$ cat src/rtl/branch_pkg.sv
// rtl/branch_pkg.sv - shared constants for the branch resolution unit
//
// Purpose: funct3 encodings of the RV32I conditional branches, the
// datapath width and the sequential PC step, shared by branch_cmp and
// branch_resolve.
// Ports: none (package).

package branch_pkg;

  localparam int XLEN = 32;

  localparam logic [XLEN-1:0] PC_STEP = 32'd4;

  localparam logic [2:0] BR_BEQ  = 3'b000;
  localparam logic [2:0] BR_BNE  = 3'b001;
  localparam logic [2:0] BR_BLT  = 3'b100;
  localparam logic [2:0] BR_BGE  = 3'b101;
  localparam logic [2:0] BR_BLTU = 3'b110;
  localparam logic [2:0] BR_BGEU = 3'b111;

endpackage

$ cat src/rtl/branch_cmp.sv
// rtl/branch_cmp.sv - combinational branch condition evaluator
//
// Purpose: decides the direction of an RV32I conditional branch.
// Ports:
//   rs1_i, rs2_i   operand values
//   funct3_i       branch condition encoding
//   taken_o        condition holds (always 0 for reserved encodings)
//   illegal_o      funct3 is one of the reserved encodings 010/011

module branch_cmp
  import branch_pkg::*;
(
  input  logic [XLEN-1:0] rs1_i,
  input  logic [XLEN-1:0] rs2_i,
  input  logic [2:0]      funct3_i,
  output logic            taken_o,
  output logic            illegal_o
);

  logic eq;
  logic lt_s;
  logic lt_u;

  assign eq   = (rs1_i == rs2_i);
  assign lt_s = ($signed(rs1_i) < $signed(rs2_i));
  assign lt_u = (rs1_i < rs2_i);

  always_comb begin
    taken_o   = 1'b0;
    illegal_o = 1'b0;
    case (funct3_i)
      BR_BEQ:  taken_o = eq;
      BR_BNE:  taken_o = !eq;
      BR_BLT:  taken_o = lt_s;
      BR_BGE:  taken_o = !lt_s;
      BR_BLTU: taken_o = lt_u;
      BR_BGEU: taken_o = !lt_u;
      default: illegal_o = 1'b1;
    endcase
  end

endmodule

$ cat src/rtl/branch_resolve.sv
// rtl/branch_resolve.sv - execute-stage branch resolution with registered result
//
// Purpose: evaluates a decoded conditional branch, computes its target,
// holds the result in a single output register behind valid/ready and
// raises a one-cycle redirect toward fetch when the prediction was wrong.
// Optional feature macro: BRANCH_STATS_EN (adds transfer statistics ports).
// Ports:
//   clk, rst_n              clock, asynchronous active-low reset
//   flush                   kill held result and any same-cycle input
//   in_valid / in_ready     upstream handshake
//   in_pc, in_rs1, in_rs2   branch PC and operands
//   in_funct3, in_imm       condition and raw B-type immediate {imm[12:1],0}
//   in_pred_taken           direction predicted by fetch
//   out_valid / out_ready   downstream handshake
//   out_pc, out_taken, out_target, out_illegal, out_misalign  registered result
//   redirect, redirect_pc   mispredict pulse and corrected next PC
//   stat_branches, stat_taken, stat_mispred  (BRANCH_STATS_EN only)

module branch_resolve
  import branch_pkg::*;
#(
  parameter logic [XLEN-1:0] RESET_PC = 32'h0000_0000
) (
  input  logic            clk,
  input  logic            rst_n,
  input  logic            flush,
  input  logic            in_valid,
  output logic            in_ready,
  input  logic [XLEN-1:0] in_pc,
  input  logic [XLEN-1:0] in_rs1,
  input  logic [XLEN-1:0] in_rs2,
  input  logic [2:0]      in_funct3,
  input  logic [12:0]     in_imm,
  input  logic            in_pred_taken,
  output logic            out_valid,
  input  logic            out_ready,
  output logic [XLEN-1:0] out_pc,
  output logic            out_taken,
  output logic [XLEN-1:0] out_target,
  output logic            out_illegal,
  output logic            out_misalign,
  output logic            redirect,
`ifdef BRANCH_STATS_EN
  output logic [XLEN-1:0] redirect_pc,
  output logic [XLEN-1:0] stat_branches,
  output logic [XLEN-1:0] stat_taken,
  output logic [XLEN-1:0] stat_mispred
`else
  output logic [XLEN-1:0] redirect_pc
`endif
);

  logic            valid_q;
  logic [XLEN-1:0] pc_q;
  logic            taken_q;
  logic [XLEN-1:0] target_q;
  logic            illegal_q;
  logic            misalign_q;
  logic            pred_q;

  logic            taken_d;
  logic            illegal_d;
  logic [XLEN-1:0] imm_sext;
  logic [XLEN-1:0] target_d;
  logic            misalign_d;
  logic            accept;
  logic            xfer;

  branch_cmp u_cmp (
    .rs1_i     (in_rs1),
    .rs2_i     (in_rs2),
    .funct3_i  (in_funct3),
    .taken_o   (taken_d),
    .illegal_o (illegal_d)
  );

  // imm[0] is architecturally zero; it is masked rather than trusted.
  assign imm_sext   = {{(XLEN-13){in_imm[12]}}, in_imm[12:1], in_imm[0] & 1'b0};
  assign target_d   = in_pc + imm_sext;
  assign misalign_d = taken_d & target_d[1];

  assign in_ready = !valid_q || out_ready;
  assign accept   = in_valid && in_ready && !flush;
  // A flushed result is killed, so it never counts as delivered.
  assign xfer     = valid_q && out_ready && !flush;

  always_ff @(posedge clk or negedge rst_n) begin
    if (!rst_n) begin
      valid_q    <= 1'b0;
      pc_q       <= RESET_PC;
      taken_q    <= 1'b0;
      target_q   <= RESET_PC;
      illegal_q  <= 1'b0;
      misalign_q <= 1'b0;
      pred_q     <= 1'b0;
    end else begin
      if (flush) begin
        valid_q <= 1'b0;
      end else if (accept) begin
        valid_q <= 1'b1;
      end else if (out_ready) begin
        valid_q <= 1'b0;
      end

      if (accept) begin
        pc_q       <= in_pc;
        taken_q    <= taken_d;
        target_q   <= target_d;
        illegal_q  <= illegal_d;
        misalign_q <= misalign_d;
        pred_q     <= in_pred_taken;
      end
    end
  end

  assign out_valid    = valid_q;
  assign out_pc       = pc_q;
  assign out_taken    = taken_q;
  assign out_target   = target_q;
  assign out_illegal  = illegal_q;
  assign out_misalign = misalign_q;

  assign redirect = xfer && !illegal_q && !misalign_q && (taken_q != pred_q);

  // With no result held the register contents are reported as-is, so the
  // reset value of redirect_pc is RESET_PC rather than RESET_PC + 4.
  always_comb begin
    redirect_pc = pc_q;
    if (valid_q) begin
      redirect_pc = taken_q ? target_q : (pc_q + PC_STEP);
    end
  end

`ifdef BRANCH_STATS_EN
  logic [XLEN-1:0] stat_branches_q;
  logic [XLEN-1:0] stat_taken_q;
  logic [XLEN-1:0] stat_mispred_q;

  always_ff @(posedge clk or negedge rst_n) begin
    if (!rst_n) begin
      stat_branches_q <= '0;
      stat_taken_q    <= '0;
      stat_mispred_q  <= '0;
    end else begin
      if (xfer) begin
        stat_branches_q <= stat_branches_q + 32'd1;
      end
      // Illegal results always carry taken = 0, so they land in branches only.
      if (xfer && taken_q) begin
        stat_taken_q <= stat_taken_q + 32'd1;
      end
      if (redirect) begin
        stat_mispred_q <= stat_mispred_q + 32'd1;
      end
    end
  end

  assign stat_branches = stat_branches_q;
  assign stat_taken    = stat_taken_q;
  assign stat_mispred  = stat_mispred_q;
`endif

endmodule

$ cat config.mk
export PLATFORM = sky130hd
export DESIGN_NAME = branch_resolve
export DESIGN_NICKNAME = d
export VERILOG_FILES = /design/src/rtl/branch_pkg.sv /design/src/rtl/branch_cmp.sv /design/src/rtl/branch_resolve.sv
export SDC_FILE = /design/constraint.sdc
export NUM_CORES = 1
export LEC_CHECK = 0
export BUFFER_PORTS_ARGS = -buffer_cell sky130_fd_sc_hd__buf_2
export CORE_MARGIN = 2
export CORE_UTILIZATION = 30
export DETAILED_ROUTE_END_ITERATION = 7
export PLACE_DENSITY = 0.64
export SYNTH_ARGS = -nofsm -noshare
export SYNTH_HDL_FRONTEND = slang
export SYNTH_HIERARCHICAL = 1
export SYNTH_SLANG_ARGS = --single-unit
$ cat constraint.sdc
create_clock -name clk -period 2.6 [get_ports clk]
set_clock_uncertainty 0.2 [all_clocks]
set_input_delay 0.13 -clock clk [delete_from_list [all_inputs] [get_ports clk]]
set_output_delay 0.13 -clock clk [all_outputs]
set_load 0.01 [all_outputs]
# Yosys cells after proc, flatten, opt, wreduce, memory -nomap -nowiden
# Cells that the tools add are included.
# classes
addsub	2
order_cmp	2
n_eq_ne	7
muxes	7
bitwise_logic	1
reduce_logical	18
# op_table
operator	count
$lt A32 B32 Y1	2
$mux W32	2
$add A32 B3 Y32 const B	1
$add A32 B32 Y32	1
$eq A32 B32 Y1	1
$eq A3 B3 Y1 const B	4
$logic_and A1 B1 Y1	7
$logic_not A1 Y1	7
$pmux W1 S6	1
$reduce_or A6 Y1	1
$mux W1	4
$eq A3 B1 Y1 const B	1
$logic_not A3 Y1	1
$reduce_bool A3 Y1	1
$and A1 B1 Y1	1
$logic_or A1 B1 Y1	1
$ne A1 B1 Y1	1
# totals
register_bits	69
elab_cells	44

# Depth between registers and ports, before layout
# Gate-level depths: netlist of run 1.
# depth
ltp_word	6
ltp_mapped	10

# Modules after synthesis
# Netlist of run 1, hierarchy kept.
# modules_own_cells
module	instances	cells_each	area_per_inst_um2	seq_area_each_um2
branch_resolve	1	691	5381.4	1701.6
branch_cmp	1	121	870.8	0.0

# Worst setup path after synthesis of run 1
# No wires, ideal clock.
# synth_timing
path_kind	input to register
start	input in_pc[1]
end	register target_q[31], in the netlist out_target[31]
setup_ns	0.132
t_arrival_ns	2.160
required_ns	2.268
setup_slack_ns	0.108
path_stages	9
path_cell_list	ha_1 > fa_1 > a211oi_1 > o21ai_1 > a221oi_4 > o2111ai_1 > a221oi_2 > xnor2_1 > o21ai_1
# synth_between
elab_chain_cells	1
# synth_lines
item	line	rtl
start: declaration	branch_resolve.sv:29	input logic [XLEN-1:0] in_pc,
$add A32 B32 Y32	branch_resolve.sv:79	assign target_d = in_pc + imm_sext;
end signal: assignment	branch_resolve.sv:108	target_q <= target_d;
end: declaration	branch_resolve.sv:56	logic [XLEN-1:0] target_q;
# Every way passes these cells.
# A chain may end at the register's enable or synchronous reset.

# Worst setup path in the final report of run 1
# layout_timing
start	register pc_q[3], in the netlist out_pc[3]
end	output redirect_pc[30]
# layout_between
elab_chain_cells	3
# layout_lines
item	line	rtl
start: declaration	branch_resolve.sv:54	logic [XLEN-1:0] pc_q;
start signal: assignment	branch_resolve.sv:106	pc_q <= in_pc;
$add A32 B3 Y32	branch_resolve.sv:130	redirect_pc = taken_q ? target_q : (pc_q + PC_STEP);
$mux W32	branch_resolve.sv:130	
$mux W32	branch_resolve.sv:129	if (valid_q) begin
end: declaration	branch_resolve.sv:49	output logic [XLEN-1:0] redirect_pc
# Every way passes these cells.

==> results.sh, run 1 <==
export IMPL_worst_path_largest_cell_delay_ps=390
export IMPL_drive_gt1_frac=0.331
export IMPL_ant_nets=0
export IMPL_cpMaxStageDelayCell="dfrtp_1"
export IMPL_ir_drop_mv=0.286
export IMPL_rows=52
export IMPL_final_cell_mix="buf_2 (217), nand2_1 (181), buf_4 (75)"
export IMPL_finalWorstSetupSlack_ps=-238
export IMPL_final_hold_viol_count=0
export IMPL_critPathLaunchType="flip-flop"
export IMPL_wl_per_cell_um=15.9
export IMPL_area_growth_synth_to_final_pct=44.9
export IMPL_max_freq_mhz=352
export IMPL_rsz0062_at_grt="yes"
export IMPL_leakagePower_uw=0.00467
export IMPL_maxSlewViolCount=0
export IMPL_grt_max_degree=60
export IMPL_synthesis_area_sq_um=6250
export IMPL_yosysUniqueCellTypes=77
export IMPL_cts_root_buffer="clkbuf_16"
export IMPL_routed_wl_um=22200
export IMPL_min_period_ps=2840
export IMPL_die_area_sq_um=22000
export IMPL_syn_nets=994
export IMPL_vias=7114
export IMPL_drt_iter0_markers=358
export IMPL_place_congestion=0.888
export IMPL_initial_core_util=0.307
export IMPL_synth_edf_count=0
export IMPL_worst_pin_slew_ps=745
export IMPL_synth_seq_cells=68
export IMPL_fillCellCount=2049
export IMPL_cts_buffers=9
export IMPL_total_power_uw=4700
export IMPL_synth_top_cells_by_area="dfrtp_1 (27%), ha_1 (13%), nand2_1 (11%), o21ai_0 (5.8%), a21oi_1 (4.5%)"
export IMPL_clk_path_buf_depth=2
export IMPL_antenna_found_initial=2
export IMPL_multiInputGateArea_sq_um=4390
export IMPL_synthArstFlopShare=1.00
export IMPL_clkSinkCount=68
export IMPL_portBuffers=218
export IMPL_powerDensity_nw_per_um2=519
export IMPL_grt_overflow=0
export IMPL_place_hpwl_um=17500
export IMPL_yosysTopAreaCellShare=0.272
export IMPL_grt_pass1_wl_um=35500
export IMPL_setup_viol=14
export IMPL_cts_tree="built"
export IMPL_clkLatencyLatePin_ps=330
export IMPL_nets=1304
export IMPL_synth_warnings=6
export IMPL_syn_area_per_cell_sq_um=7.70
export IMPL_regArea_sq_um=1700
export IMPL_htreeDepth=3
export IMPL_mostFrequentLayoutCell="buf_2"
export IMPL_finalCritPeriodShare=1.09
export IMPL_avgViaCountPerCell=5.09
export IMPL_crit_family="simple AND/OR/NAND/NOR gates"
export IMPL_crit_chain="ha_4 -> nand3_4 -> nor3_4 -> buf_6 -> nand4_4 -> or2_4 -> or3_4 -> o31ai_2 -> a22o_1 -> buf_2"
export IMPL_crit_type="flip-flop to output port"
export IMPL_pre_cts_slack_ps=-295
export IMPL_worst_path_buf_inv=2
export IMPL_design_core_area_sq_um=20400
export IMPL_crit_required_ps=2270
export IMPL_violations="negative setup slack"
export IMPL_antennaDiodeCount=0
export IMPL_die_w_um=148
export IMPL_dr_pass1_iters=5
export IMPL_cp_arrival_ps=2510
export IMPL_netlist_instances=812
export IMPL_synth_main_ff_cell="dfrtp_1"
export IMPL_hp_class="primary input to flip-flop"
export IMPL_outcome="complete, but fails checks"
export IMPL_path_max_fanout=3
export IMPL_end_kind="output port"
export IMPL_drv_cap=0
export IMPL_drcViolationCount=0
export IMPL_die_y_um=148
export IMPL_grt_pass1_vias=6872
export IMPL_maxSlewHeadroom=0.503
export IMPL_ys_seq_area_frac=0.272
export IMPL_clkTransAtPathRegs_ps=50
export IMPL_io_pins=220
export IMPL_grt_use_total=0.203
export IMPL_synth_top_area_cell="dfrtp_1"
-- flip-flops by register name, indices dropped and copies added, names as in the netlist --
register and flops:
out_valid 1, pred_q 1, out_misalign 1, out_taken 1, out_target 31, out_illegal 1
out_pc 32
-- cells in the mapped netlist (4+ instances only) --
cell and number:
nand3_1 22, ha_1 63, a31oi_1 7, or3_1 4, xnor2_1 13, inv_1 46, dfrtp_1 68, a22o_1 20
buf_1 4, mux2i_1 4, o22ai_1 5, o21bai_1 5, a21oi_1 56, nor3_1 11, o21ai_0 72, and3_1 13
o31ai_1 5, o41ai_1 4, o21ai_1 4, o211ai_1 5, buf_4 4, a21o_1 20, clkbuf_1 27, nor2_1 36
nand2_1 181, xor2_1 15, nand4_1 15, nor2b_1 5
-- tightest hold or removal path: cells and delay by family --
family	cells	cell delay, ps
AND/OR/NAND/NOR	2	110
buffers and inverters	1	80
XOR/XNOR	1	90
adder cells (fa/ha/maj)	1	210
-- repair_timing --
item | in CTS | in global routing
hold buffers | 40 | 0
setup endpoints to repair | 17 | 30
pin swaps | 10 | 15
buffers inserted | 5 | 6
resized for setup | 21 | 30
endpoints found under the hold margin | 64 | 0
gates cloned | 0 | 0
-- power breakdown --
part / total (uW) / internal (uW) / switching [uW]
logic: 1990 / 887 / 1100
clock network: 1240 / 769 / 469
registers: 1470 / 1250 / 216
-- cells by family after synthesis --
| group | share of synthesized area |
|---|---|
| compound gates | 0.247 |
| xor+xnor | 0.0392 |
| fa+ha+maj | 0.129 |
| buf+inv | 0.0596 |
| flops | 0.272 |
| mux | 0.0100 |
| simple gates | 0.243 |
-- path summary, 6_finish.rpt --
check                      slack (ps)          start  cells after the start              end
min reg2reg                       300  out_target[8]                      2    out_target[8]
max reg2reg                       690      out_valid                      7   out_target[16]
max                              -240      out_pc[3]                     10  redirect_pc[30]
max in group asynchronous        1310          rst_n                      3        out_valid
min                               110      in_imm[5]                      5    out_target[5]
min in group asynchronous         210          rst_n                      2        out_pc[3]
-- metrics by stage --
step	utilization	cell area [sq um]	setup TNS (ps)	hold slack, ps	instances
6_report	0.445	9060	-1800	115	1397
3_3_place_gp	0.395	8050	-1350	40.9	1330
5_1_grt	0.445	9060	-4250	138	1397
4_1_cts	0.436	8880	-1710	90.8	1391
3_5_place_dp	0.395	8050	-1820	35.3	1330
2_1_floorplan	-	6250	0	-366	812
-- metal layers --
layer,global-route usage,vias to the layer above,part of all wire
met5,0,-,0.00059
met4,0.0486,2,0.016
met3,0.0472,24,0.063
met2,0.339,236,0.47
met1,0.266,3326,0.45
li1,-,3526,-
-- area by class of cell --
| type | instances | area share |
|---|---|---|
| tap | 270 | 0.0373 |
| multi-input combinational | 655 | 0.485 |
| inverter | 47 | 0.0195 |
| sequential | 68 | 0.188 |
| timing repair buffer | 341 | 0.238 |
| clock buffer | 14 | 0.0280 |
| clock inverter | 2 | 0.00387 |
(Power assumes the default switching activity.)
==> run 2: changes to the inputs <==
CORE_UTILIZATION = 50   (was 30)
PLACE_DENSITY = 0.92   (was 0.64)
SYNTH_HIERARCHICAL = not set   (was 1)
==> run 2 against run 1 <==
Net effect: the flow still finishes with violations (negative setup slack); via count increased by 8.7%; largest power group unchanged; final cell count decreased by 10%; critical path depth down 1; critical path type unchanged; sequential share of layout area up 0.46 points.
==> results.sh, run 2 <==
export IMPL_outcome="complete, but fails checks"
export IMPL_violations="negative setup slack"
export IMPL_rsz0062_at_grt="yes"
export IMPL_synth_mux_area_frac=0.00892
export IMPL_grt_use_total=0.338
export IMPL_final_cell_mix="buf_2 (217), nand2_1 (177), buf_4 (80)"
export IMPL_ys_seq_area_frac=0.282
export IMPL_ir_drop_mv=0.336
export IMPL_final_hold_viol_count=0
export IMPL_crit_required_ps=2270
export IMPL_synth_top_cells_by_area="dfrtp_1 (28%), ha_1 (13%), nand2_1 (11%), a21oi_1 (6.1%), o21ai_0 (6.1%)"
export IMPL_cpMaxStageDelayCell="or4_4"
export IMPL_regArea_sq_um=1700
export IMPL_path_max_fanout=5
export IMPL_power_switching_uw=1970
export IMPL_rows=40
export IMPL_avgViaCountPerCell=6.16
export IMPL_synth_top_family_by_area="compound AO/OA/AOI/OAI gates"
export IMPL_synth_main_ff_cell="dfrtp_1"
export IMPL_die_area_sq_um=13000
export IMPL_stdcell_area_sq_um=8830
export IMPL_yosys_area_share_simple=0.217
export IMPL_place_hpwl_um=15200
export IMPL_power_frac_seq=0.298
export IMPL_grt_max_degree=89
export IMPL_clkTransAtPathRegs_ps=50
export IMPL_combPwrFrac=0.439
export IMPL_finalCritPeriodShare=1.10
export IMPL_largest_register_ffs=32
export IMPL_routed_wl_um=23900
export IMPL_leakagePower_uw=0.00453
export IMPL_powerDensity_nw_per_um2=567
export IMPL_mostFrequentLayoutCell="buf_2"
export IMPL_wl_per_cell_um=19.0
export IMPL_drive_gt1_frac=0.350
export IMPL_dr_pass1_iters=5
export IMPL_synth_seq_cells=68
export IMPL_synth_warnings=0
export IMPL_max_freq_mhz=348
export IMPL_yosysUniqueCellTypes=67
export IMPL_drt_iter0_markers=887
export IMPL_grt_pass1_vias=7516
export IMPL_syn_nets=972
export IMPL_portBuffers=218
export IMPL_multiInputGateArea_sq_um=4330
export IMPL_internal_power_uw=3040
export IMPL_design_core_area_sq_um=11900
export IMPL_place_area_sq_um=7740
export IMPL_synthArstFlopShare=1.00
export IMPL_setup_viol=13
export IMPL_min_period_ps=2870
export IMPL_syn_area_per_cell_sq_um=7.63
export IMPL_worst_pin_slew_ps=601
export IMPL_drcViolationCount=0
export IMPL_finalWorstSetupSlack_ps=-271
export IMPL_antennaDiodeCount=0
export IMPL_maxSlewViolCount=0
export IMPL_fillCellCount=771
export IMPL_yosysMostFrequentCell="nand2_1"
export IMPL_swShare=0.393
export IMPL_grt_overflow=0
export IMPL_end_kind="output port"
export IMPL_crit_type="flip-flop to output port"
export IMPL_clkSinkCount=68
export IMPL_cts_root_buffer="clkbuf_16"
export IMPL_die_y_um=114
export IMPL_die_w_um=114
export IMPL_cts_tree="built"
export IMPL_nets=1287
export IMPL_area_growth_synth_to_final_pct=46.5
export IMPL_netlist_instances=790
export IMPL_vias=7736
export IMPL_hp_class="primary input to flip-flop"
export IMPL_synth_edf_count=0
export IMPL_htreeDepth=3
export IMPL_synthesis_area_sq_um=6030
export IMPL_synth_top_area_cell="dfrtp_1"
export IMPL_clk_path_buf_depth=2
export IMPL_synth_compound_area_frac=0.259
export IMPL_total_power_uw=5010
export IMPL_antenna_found_initial=0
export IMPL_clkLatencyLatePin_ps=340
export IMPL_crit_top_cell="and3_4"
export IMPL_critPathLaunchType="flip-flop"
export IMPL_ant_nets=0
export IMPL_io_pins=220
export IMPL_drv_cap=0
export IMPL_initial_core_util=0.506
export IMPL_clock_power_share=0.263
export IMPL_ys_top_cells_by_count="nand2_1 (179), a21oi_1 (74), o21ai_0 (74)"
export IMPL_worst_path_largest_cell_delay_ps=520
export IMPL_cts_buffers=9
export IMPL_grt_pass1_wl_um=34800
export IMPL_cp_arrival_ps=2540
export IMPL_synth_xor_area_share=0.0465
export IMPL_yosysTopAreaCellShare=0.282
export IMPL_maxSlewHeadroom=0.600
export IMPL_crit_chain="ha_2 -> and3_4 -> and3_4 -> and3_4 -> nand3_2 -> or4_4 -> o21ai_0 -> a21oi_1 -> buf_2"
export IMPL_synthAdderAreaFrac=0.134
export IMPL_place_congestion=0.937
-- run 2: cell count changes in the layout (fill, tap and decap cells not counted), sizes merged, moves of 9 or more --
cell,before,now
a21oi,59,76
o22ai,5,14
o21ai,76,86
a22o,21,7
nand4,18,8
-- run 2: cell families after synthesis --
kind of cell    count (synthesis)
simple gates                  292
mux                             5
xor+xnor                       32
buf+inv                        82
fa+ha+maj                      64
flops                          68
compound gates                247
-- run 2: per-stage QoR --
step	hold WS [ps]	setup TNS, ps	setup slack (ps)	utilization	cells
finish	8.23	-1870	-271	0.741	1256
CTS	33.8	-1550	-233	0.720	1251
detailed placement	-188	-1290	-148	0.650	1193
global route	60.2	-2990	-379	0.741	1256
global placement	-193	-526	-83.5	0.650	1193
floorplan	-366	0	45.8	-	790
-- run 2: worst max-delay path: cells and delay by family (launching register included) --
kind	cells	cell delay [ps]
flops	1	370
buf+inv	1	170
fa+ha+maj	1	200
compound gates	2	240
simple gates	5	1220
-- run 2: power groups by stage --
stage	Sequential [uW]	Clock, uW	Combinational (uW)
floorplan	1540	0	998
global placement	1470	0	1860
detailed placement	1470	0	1920
CTS	1460	1310	2010
global route	1510	1380	2370
finish	1490	1320	2200
-- run 2: metal layers --
| metal | global-route usage | up-vias | wire length, um |
|---|---|---|---|
| met5 | 0 | - | 0 |
| met4 | 0.188 | 0 | 1610 |
| met3 | 0.0813 | 181 | 2200 |
| met2 | 0.592 | 596 | 11500 |
| met1 | 0.377 | 3530 | 8600 |
| li1 | - | 3429 | - |
-- run 2: layout make-up --
cell class              count  share of cell area
repair buffers            339               0.241
inverters                  47              0.0203
multi-input cells         640               0.490
clock buffers              10              0.0259
flip-flops and latches     68               0.193
clock inverters             5             0.00878
well taps                 147              0.0208
-- run 2: final timing paths --
kind	start	slack, ps	cells past startpoint	end
setup / recovery	out_pc[2]	-270	9	redirect_pc[22]
hold / removal	in_pc[12]	8	3	out_pc[12]
setup reg to reg	out_valid	250	6	out_illegal
hold reg to reg	out_target[1]	300	1	out_target[1]
max in group asynchronous	rst_n	1200	3	out_pc[25]
min in group asynchronous	rst_n	180	3	out_pc[18]
-- run 2: what timing repair did --
action	in CTS	in global routing
endpoints found under the hold margin	103	0
setup endpoints to repair	15	29
gates resized for setup	28	46
pin swaps	13	26
hold buffers	39	0
buffers inserted	4	6
==> run 3: changes to the inputs <==
CTS_BUF_LIST = sky130_fd_sc_hd__clkbuf_4   (was not set)
REMOVE_ABC_BUFFERS = 1   (was not set)
==> run 3 against run 2 <==
Net effect: the flow still finishes with violations (negative setup slack); combinational power down 5%; sequential share of layout area up 0.46 points; critical path depth did not move; global-route usage down 3.5 points; core utilization fell by 1.7 points; non-clock buffer count is 6 higher; wire length is 11% lower; sequential cell count unchanged; register-to-register slack gained 150 ps; highest routed layer is now met5; final area decreased by 2.3%; total power shrank 17%; sequential power about the same.
==> results.sh, run 3 (same netlist as run 2, synthesis figures left out) <==
export IMPL_outcome="complete, but fails checks"
export IMPL_violations="negative setup slack"
export IMPL_drive_gt1_frac=0.349
export IMPL_stdcell_area_sq_um=8630
export IMPL_ir_drop_mv=0.266
export IMPL_clkTransAtPathRegs_ps=110
export IMPL_ant_nets=0
export IMPL_total_power_uw=4160
export IMPL_end_kind="output port"
export IMPL_antennaDiodeCount=0
export IMPL_clock_power_share=0.138
export IMPL_routed_wl_um=21200
export IMPL_rsz0062_at_grt="yes"
export IMPL_power_switching_uw=1750
export IMPL_die_area_sq_um=13000
export IMPL_rows=40
export IMPL_internal_power_uw=2400
export IMPL_path_max_fanout=5
export IMPL_cp_arrival_ps=2610
export IMPL_cts_tree="built"
export IMPL_vias=7278
export IMPL_crit_end="redirect_pc[24]"
export IMPL_place_area_sq_um=7740
export IMPL_die_w_um=114
export IMPL_final_hold_viol_count=0
export IMPL_nets=1293
export IMPL_area_growth_synth_to_final_pct=43.2
export IMPL_crit_required_ps=2270
export IMPL_rr_endpoint="pred_q"
export IMPL_grt_use_total=0.302
export IMPL_crit_start="out_pc[2]"
export IMPL_critPathLaunchType="flip-flop"
export IMPL_drcViolationCount=0
export IMPL_met3_usage=0.0462
export IMPL_leakagePower_uw=0.00443
export IMPL_combPwrFrac=0.504
export IMPL_portBuffers=218
export IMPL_io_pins=220
export IMPL_maxSlewViolCount=0
export IMPL_maxSlewHeadroom=0.495
export IMPL_cpMaxStageDelayCell="or4_4"
export IMPL_final_cell_mix="buf_2 (218), nand2_1 (176), buf_4 (84)"
export IMPL_rr_startpoint="out_valid"
export IMPL_die_y_um=114
export IMPL_clkSinkCount=68
export IMPL_hp_class="primary input to flip-flop"
export IMPL_use_met2=0.528
export IMPL_cts_root_buffer="clkbuf_4"
export IMPL_pre_cts_slack_ps=-202
export IMPL_holdWs_ps=19.4
export IMPL_drv_cap=0
export IMPL_worst_pin_slew_ps=754
export IMPL_power_frac_seq=0.358
export IMPL_multiInputGateArea_sq_um=4310
export IMPL_clkLatencyLatePin_ps=410
export IMPL_setup_viol=15
export IMPL_avgViaCountPerCell=5.77
export IMPL_wl_per_cell_um=16.8
export IMPL_grt_pass1_wl_um=31600
export IMPL_drt_iter0_markers=587
export IMPL_regArea_sq_um=1700
export IMPL_grt_max_degree=55
export IMPL_met1_usage=0.373
export IMPL_largest_register_ffs=32
export IMPL_mostFrequentLayoutCell="buf_2"
export IMPL_design_core_area_sq_um=11900
export IMPL_crit_chain="ha_2 -> and3_4 -> and3_4 -> and3_4 -> nand3_2 -> or4_4 -> o22ai_2 -> a21oi_2 -> buf_2"
export IMPL_finalCritPeriodShare=1.13
export IMPL_r2r_slack_ps=400
export IMPL_grt_overflow=0
export IMPL_crit_top_cell="and3_4"
export IMPL_place_congestion=0.943
export IMPL_min_period_ps=2940
export IMPL_cts_buffers=9
export IMPL_dr_pass1_iters=7
export IMPL_initial_core_util=0.506
export IMPL_top_usage_layer="met2"
export IMPL_powerDensity_nw_per_um2=481
export IMPL_grt_pass1_vias=6806
export IMPL_antenna_found_initial=2
export IMPL_worst_path_largest_cell_delay_ps=510
export IMPL_swShare=0.422
export IMPL_fillCellCount=891
export IMPL_crit_type="flip-flop to output port"
export IMPL_finalWorstSetupSlack_ps=-343
export IMPL_htreeDepth=3
export IMPL_clk_path_buf_depth=2
export IMPL_place_hpwl_um=14800
export IMPL_ff2ff_path_depth=5
export IMPL_max_freq_mhz=340
export IMPL_final_util=0.725
==> run 3: through the flow <==
stage,std cells,setup TNS (ps)
3_5_place_dp,1196,-1890
6_report,1262,-3300
5_1_grt,1262,-5110
3_3_place_gp,1196,-1110
4_1_cts,1257,-5280
2_1_floorplan,755,-71280
==> run 3: final cells by class <==
type / count / share of cell area
multi-input cells: 640 / 0.500
repair buffers: 345 / 0.249
flip-flops and latches: 68 / 0.197
well taps: 147 / 0.0213
inverters: 47 / 0.0207
clock buffers: 11 / 0.00957
clock inverters: 4 / 0.00203
==> run 3: worst min path at each step <==
| stage | start | to | cells past startpoint |
|---|---|---|---|
| floorplan | rst_n | out_illegal | 0 |
| global placement | rst_n | out_pc[14] | 1 |
| detailed placement | rst_n | out_pc[14] | 1 |
| CTS | in_valid | out_pc[1] | 4 |
| global route | in_imm[11] | out_target[11] | 4 |
| finish | in_imm[11] | out_target[11] | 4 |
==> run 3: power by group through the flow <==
stage	registers (uW)	clock network (uW)	logic [uW]
3_5_place_dp	1480	0	1880
5_1_grt	1510	629	2280
4_1_cts	1470	580	1980
2_1_floorplan	1580	0	930
6_report	1490	575	2090
3_3_place_gp	1470	0	1830
==> run 3: layer usage <==
layer | up-vias | part of all wire | wire length, um
met1 | 3382 | 0.39 | 8290
met3 | 73 | 0.074 | 1560
met4 | 2 | 0.035 | 739
met2 | 384 | 0.50 | 10600
li1 | 3437 | - | -
met5 | - | 0.00061 | 13
==> run 3: worst max-delay path, delay by kind of cell, from the launching register on <==
family | cells | cell delay (ps)
adder cells (fa/ha/maj) | 1 | 190
flip-flops | 1 | 390
AND/OR/NAND/NOR | 5 | 1210
buffers and inverters | 1 | 160
AO/OA/AOI/OAI | 2 | 250
==> run 3: timing repair <==
item	CTS	global route
gates cloned	0	0
pin swaps	13	23
hold buffers	42	1
setup buffers	4	6
gates resized for setup	35	38
endpoints found under the setup margin	16	41
hold endpoints to repair	79	1
